<file path="config.mk">
export PLATFORM = sky130hd
export DESIGN_NAME = mem_arbiter
export DESIGN_NICKNAME = d
export VERILOG_FILES = /design/src/rtl/mem_arbiter_pkg.sv /design/src/rtl/mem_arbiter_rr_arb2.sv /design/src/rtl/mem_arbiter.sv
export SDC_FILE = /design/constraint.sdc
export NUM_CORES = 1
export LEC_CHECK = 0
export CAP_MARGIN = 25
export CORE_AREA = 2 2 108 110
export DETAILED_ROUTE_END_ITERATION = 10
export DIE_AREA = 0 0 110 112
export DONT_BUFFER_PORTS = 1
export GPL_TIMING_DRIVEN = 0
export PLACE_DENSITY = 0.36
export SLEW_MARGIN = 40
export SYNTH_ARGS = -nofsm -noshare
export SYNTH_HDL_FRONTEND = slang
export SYNTH_SLANG_ARGS = --single-unit
</file>
<file path="constraint.sdc">
create_clock -name clk -period 4.6 [get_ports clk]
set_input_delay 0.69 -clock clk [delete_from_list [all_inputs] [get_ports clk]]
set_output_delay 0.69 -clock clk [all_outputs]
set_load 0.02 [all_outputs]
</file>
<file path="src/rtl/mem_arbiter_pkg.sv">
// Shared constants for the unified-memory arbiter.
package mem_arbiter_pkg;
  localparam int   WORD_LEN = 32;
  localparam logic SRC_INST = 1'b0;
  localparam logic SRC_DATA = 1'b1;
endpackage

</file>
<file path="src/rtl/mem_arbiter_rr_arb2.sv">
// Two-input round-robin arbiter. req[0] is fetch, req[1] is load/store.
// last_src remembers the most recent winner so contention alternates.
module rr_arb2
  import mem_arbiter_pkg::*;
(
  input  logic       clk,
  input  logic       rst,
  input  logic [1:0] req,
  output logic [1:0] gnt,
  output logic       gnt_src
);

  logic last_src_q, last_src_d;

  // Pick a winner; under contention the source not granted last wins.
  // Grants are forced off while reset is held.
  always_comb begin
    gnt        = 2'b00;
    gnt_src    = SRC_INST;
    last_src_d = last_src_q;
    if (!rst) begin
      if (req[0] && req[1]) gnt_src = ~last_src_q;
      else if (req[1])      gnt_src = SRC_DATA;
      else                  gnt_src = SRC_INST;
      if (|req) begin
        gnt        = (gnt_src == SRC_DATA) ? 2'b10 : 2'b01;
        last_src_d = gnt_src;
      end
    end
  end

  // Last-winner register; reset to INST so the first contest goes to DATA.
  always_ff @(posedge clk or posedge rst) begin
    if (rst) last_src_q <= SRC_INST;
    else     last_src_q <= last_src_d;
  end

endmodule

</file>
<file path="src/rtl/mem_arbiter.sv">
// Shares one synchronous-read memory port between fetch and load/store.
// Grants one access per cycle, tags it, and steers the next-cycle read
// data back as i_rvalid or d_rvalid. Counts contended cycles.
module mem_arbiter
  import mem_arbiter_pkg::*;
#(
  parameter int CNT_W = 16
) (
  input  logic                clk,
  input  logic                rst,
  input  logic                i_req,
  input  logic [WORD_LEN-1:0] i_addr,
  output logic                i_gnt,
  output logic                i_rvalid,
  output logic [WORD_LEN-1:0] i_rdata,
  input  logic                d_req,
  input  logic                d_we,
  input  logic [WORD_LEN-1:0] d_addr,
  input  logic [WORD_LEN-1:0] d_wdata,
  output logic                d_gnt,
  output logic                d_rvalid,
  output logic [WORD_LEN-1:0] d_rdata,
  output logic [WORD_LEN-1:0] mem_addr,
  output logic                mem_wen,
  output logic [WORD_LEN-1:0] mem_wdata,
  input  logic [WORD_LEN-1:0] mem_rdata,
  output logic [CNT_W-1:0]    conflict_cnt
);

  logic [1:0]       gnt;
  logic             gnt_src;
  logic             resp_valid_q, resp_valid_d;
  logic             resp_src_q, resp_src_d;
  logic [CNT_W-1:0] conflict_cnt_q, conflict_cnt_d;

  rr_arb2 u_arb (
    .clk     (clk),
    .rst     (rst),
    .req     ({d_req, i_req}),
    .gnt     (gnt),
    .gnt_src (gnt_src)
  );

  assign i_gnt = gnt[0];
  assign d_gnt = gnt[1];

  // Memory port mux: data side only when it holds the grant; idle cycles
  // present the fetch address. Fetch can never write.
  always_comb begin
    mem_addr  = d_gnt ? d_addr : i_addr;
    mem_wdata = d_gnt ? d_wdata : '0;
    mem_wen   = d_gnt & d_we;
  end

  // Response tag and saturating contention counter next-state.
  always_comb begin
    resp_valid_d   = |gnt;
    resp_src_d     = gnt_src;
    conflict_cnt_d = conflict_cnt_q;
    if (i_req && d_req && (conflict_cnt_q != {CNT_W{1'b1}}))
      conflict_cnt_d = conflict_cnt_q + {{(CNT_W-1){1'b0}}, 1'b1};
  end

  // Tag and counter registers; reset drops any outstanding response.
  always_ff @(posedge clk or posedge rst) begin
    if (rst) begin
      resp_valid_q   <= 1'b0;
      resp_src_q     <= SRC_INST;
      conflict_cnt_q <= '0;
    end else begin
      resp_valid_q   <= resp_valid_d;
      resp_src_q     <= resp_src_d;
      conflict_cnt_q <= conflict_cnt_d;
    end
  end

  assign i_rvalid     = resp_valid_q & (resp_src_q == SRC_INST);
  assign d_rvalid     = resp_valid_q & (resp_src_q == SRC_DATA);
  assign i_rdata      = mem_rdata;
  assign d_rdata      = mem_rdata;
  assign conflict_cnt = conflict_cnt_q;

endmodule

</file>
## Word level (Yosys, flattened, before mapping)

Cells that the tools add are included.

| word-level totals | value |
|---|---|
| logic and storage cells | 26 |
| bits in read-only memories | 0 |
| bits in latches | 0 |
| output and inout port bits | 149 |
| register bits after elaboration | 19 |
| bits in writable memories | 0 |
| memories kept | 0 |
| bits of input ports | 133 |

| operators by class | value |
|---|---|
| $mul | 0 |
| multiplexer cells | 9 |
| order comparisons | 0 |
| add/sub/neg operators | 1 |
| reduce and logical (&&, ||, !) cells | 5 |
| shifts and indexed selects | 0 |
| bitwise operators | 6 |
| div/mod/pow operators | 0 |
| equality and inequality tests | 1 |

Operators with widths:

| operator | number |
|---|---|
| $mux W32 | 2 |
| $add A16 B1 Y16 const B | 1 |
| $ne A16 B16 Y1 const B | 1 |
| $mux W2 | 3 |
| $mux W1 | 4 |
| $reduce_or A2 Y1 | 2 |
| $and A1 B1 Y1 | 3 |
| $not A1 Y1 | 3 |
| $logic_and A1 B1 Y1 | 2 |
| $reduce_and A2 Y1 | 1 |

## Depth between registers and ports, before layout

| logic depth | value |
|---|---|
| depth after elaboration | 7 |
| mapped depth | 5 |
| mapped depth without buffers | 5 |

## Modules after synthesis

Synthesis repeated with hierarchy kept, for this count alone.

| second synthesis, totals | value |
|---|---|
| cell total of the unflattened synthesis | 225 |
| area total of the unflattened synthesis | 2078.2 um^2 |

By module, submodules not included:

| module | area an instance (um^2) | cells each | sequential area each (um^2) | times used |
|---|---|---|---|---|
| mem_arbiter | 2003.2 | 216 | 450.4 | 1 |
| rr_arb2 | 75.1 | 9 | 25.0 | 1 |

## Worst setup path before layout

Ideal clock, no wire load.

| path | value |
|---|---|
| path kind | input port to output port |
| start point | in d_req |
| end point | out mem_wdata[22] |
| arrival time | 1775 ps |
| path slack | 2135 ps |
| buffers on the path | 2 |
| cell stages on the path | 5 |
| required time | 3910 ps |
| path through | inv_1 -> a211oi_1 -> buf_2 -> buf_2 -> and2_1 |

| on the way | value |
|---|---|
| longest elaborated chain between the ends | 7 |
| elaborated cells on any way between the ends | 9 |
| classes of those cells | 7 x mux; 2 x reduce/logical |

RTL lines:

| item | RTL line | source |
|---|---|---|
| from (decl) | mem_arbiter.sv:16 | `input logic d_req,` |
| $mux W1 or $logic_and A1 B1 Y1 (tied branches) | mem_arbiter_rr_arb2.sv:23, mem_arbiter_rr_arb2.sv:22 |  |
| $mux W1 | mem_arbiter_rr_arb2.sv:22 | `if (req[0] && req[1]) gnt_src = ~last_src_q;` |
| $mux W1 | mem_arbiter_rr_arb2.sv:21 | `if (!rst) begin` |
| $mux W2 | mem_arbiter_rr_arb2.sv:26 | `gnt = (gnt_src == SRC_DATA) ? 2'b10 : 2'b01;` |
| $mux W2 * | mem_arbiter_rr_arb2.sv:25 | `if (\|req) begin` |
| $mux W2 * | mem_arbiter_rr_arb2.sv:21 |  |
| via d_gnt | mem_arbiter.sv:20 | `output logic d_gnt,` |
| $mux W32 * | mem_arbiter.sv:51 | `mem_wdata = d_gnt ? d_wdata : '0;` |
| to (decl) | mem_arbiter.sv:25 | `output logic [WORD_LEN-1:0] mem_wdata,` |

The timed path passes the listed nets; every way through them passes the cells marked *. The select of a mux whose other input is x is not followed.

## Worst setup path after layout

| path | value |
|---|---|
| start point | in d_req |
| end point | out mem_wdata[28] |

The elaborated chain is that of the path after synthesis.

==> flow_summary.ini <==
[global_route]
grt_max_degree = 21
overflow = 0
antenna_found_initial = 0
grt_pass1_wl_mm = 10.67
grt_pass1_vias = 1422
grt_usage_pct = 12.45

[clocking]
cts_tree = yes
cts_max_path_buffers = 2
postCtsHoldBufs = 0
postCtsSetupRepairBufs = 0
htree_levels = 1
cts.sinks = 19
cts_resized = 0
path_clk_slew_ns = 0.06
clk_latency_ns = 0.25
cts_root_buffer = clkbuf_16
cts_made_buffers = 3

[worst_setup_path]
critical_path.endpoint = mem_wdata[28]
rr_endpoint = conflict_cnt[1]
critPathKind = input pin to output pin
r2r_slack_ns = 2.46
worstPathRequired_ns = 3.91
arrival_ns = 2.31
start_kind = input pin
ff2ff_path_depth = 5
cp-startpoint = d_req
r2r_start = conflict_cnt[1]
crit_path_max_fanout = 10
worstSetupEndpointType = output pin

[cells_and_area]
utilization_pct = 20.57
antenna-diode-count = 0
final_common_cell = buf_4
layout-drive-gt1-share_pct = 51.12
mostFrequentLayoutCells = 64 x buf_4, 34 x and2_1, 32 x mux2_2
syn2layout_area_growth_pct = 12.70
num-fill-cells = 1237
final_nets = 358

[timing]
slew_viol_final = 0
fmax_mhz = 333.1
skew_ns = 0.004081
period_share_pct = 65.26
slew-limit-headroom_pct = 57.38
tns_ns = 0
fin_ws_ns = 1.598
setup_viol = 0
rsz0062_at_grt = no
finalHoldViolations = 0
min_period_ns = 3.002
tightest_slew_ns = 0.6346

[synthesis]
synth_ff_type = dfrtp_1
synth_edf_count = 0
synthArstFlopShare_pct = 100.0
synthesis.instances = 219
synth.distinct_cells = 32
ys_ff_latch = 19
yosysTopAreaCellShare_pct = 23.56
ys_seq_area_share_pct = 23.31
syn_nets = 353
synth_area_sq_mm = 0.002039
synth_top_area_cell = buf_4
synth.avg_cell_area_sq_um = 9.313
ys_warn_count = 0
yosys-top-cells-area = buf_4 24%, dfrtp_1 23%, mux2_2 18%, and2_1 10%, xor2_1 4.7%

[power]
p_seq_share_pct = 39.1
power.share.clock_pct = 25.2
powerDensity_mw_per_mm2 = 319.8
p_leak_uw = 0.001035
internal_power_uw = 410.9
pwr-share-comb_pct = 35.7
p_switching_uw = 324.2
ir_drop_v = 0.0001129
power_switching_share_pct = 44.10

[status]
outcome = finished, final reports clean

[placement]
place_ws_ns = 1.445
routabilityCongestion = 0.7780
io_buffers = 0
place_hpwl_mm = 7.509

[detailed_routing]
firstDrtPassIters = 4
wl_per_cell_um = 23.52
wl_mm = 8.610
ant_nets = 0
vias = 1540
via_per_inst = 4.208
remaining_drc_errors = 0
first_iter_violations = 28

[floorplanning]
die_h_um = 112
die_area_sq_mm = 0.01232
row_count = 39
ios = 282
die_w_um = 110
core_area_sq_mm = 0.01117
initial_utilization_pct = 18.25

[job]
maxCapViolCount = 0

[min_path]
hold_class = input pin to asynchronous set/reset pin
## per-layer routing
metal,global-route usage (%),wire [um],vias to the layer above
li1,-,-,690
met5,0,0,-
met4,1.688,81,0
met2,21.55,4569,117
met3,3.981,744,4
met1,15.27,3214,729
## power groups by stage
stage	sequential [uW]	clock (uW)	combinational, uW
3_5_place_dp	292	0	267
2_1_floorplan	273	0	230
4_1_cts	289	190	268
6_report	288	185	262
3_3_place_gp	290	0	266
5_1_grt	292	198	278
## flip-flops by register name, indices dropped and copies added, names as in the netlist
signal	flops
conflict_cnt	16
resp_src_q	1
resp_valid_q	1
u_arb.last_src_q	1
## worst min path at each step
stage / start / slack (ns) / cells after the start / to
finish: rst / 0.32 / 1 / conflict_cnt[1]
global route: rst / 0.36 / 1 / conflict_cnt[1]
CTS: rst / 0.50 / 1 / resp_valid_q
detailed placement: u_arb.last_src_q / 0.49 / 1 / resp_src_q
global placement: u_arb.last_src_q / 0.49 / 1 / resp_src_q
floorplan: u_arb.last_src_q / 0.46 / 1 / resp_src_q
## metrics by stage
step	total power (uW)	instances	hold WS [ns]	area, sq um
5_1_grt	767.9	366	0.3592	2298
3_3_place_gp	556.1	362	0.4867	2218
2_1_floorplan	502.9	219	0.4597	2039
6_report	735.1	366	0.3227	2298
4_1_cts	747.0	366	0.4957	2298
3_5_place_dp	559.0	362	0.4902	2218
## cells by family (layout without fill, tap and decap cells)
| family | after synthesis | after routing | share of synthesized area (%) |
|---|---|---|---|
| muxes | 33 | 33 | 18.40 |
| DFF | 19 | 19 | 23.31 |
| and+or+nand+nor | 71 | 71 | 23.25 |
| AOI/OAI and AO/OA | 7 | 7 | 2.699 |
| adders and majority gates | 1 | 1 | 0.6134 |
| buffers and inverters | 74 | 78 | 25.71 |
| xor gates and xnor gates | 14 | 14 | 6.012 |
## layout make-up
type | count | area (sq um) | share of cell area [%]
clock buffer | 3 | 75.07 | 3.266
inverter | 3 | 11.26 | 0.4899
buffer | 71 | 513.0 | 22.32
clock inverter | 1 | 5.005 | 0.2177
multi-input combinational | 126 | 1040 | 45.24
tap | 143 | 178.9 | 7.784
sequential | 19 | 475.5 | 20.69
## Yosys cell counts (2+ instances only)
cell      instances
mux2_2           32
o21ai_0           3
nand2_1           3
nor4_1            3
nand3_1           5
nor3b_1           2
and2_1           34
xor2_1           11
buf_4            64
clkbuf_1          2
nand4_1           5
nor3_1            6
nor2_1            2
and4_1            2
a211oi_1          2
dfrtp_1          19
buf_2             5
inv_1             3
xnor2_1           3
## worst max-delay path: stages
cell and delay (ns):
inv_1 0.04, a211oi_1 0.52, buf_2 0.36, buf_2 0.30, and2_1 0.40
Power figures use the tool's default switching activity.
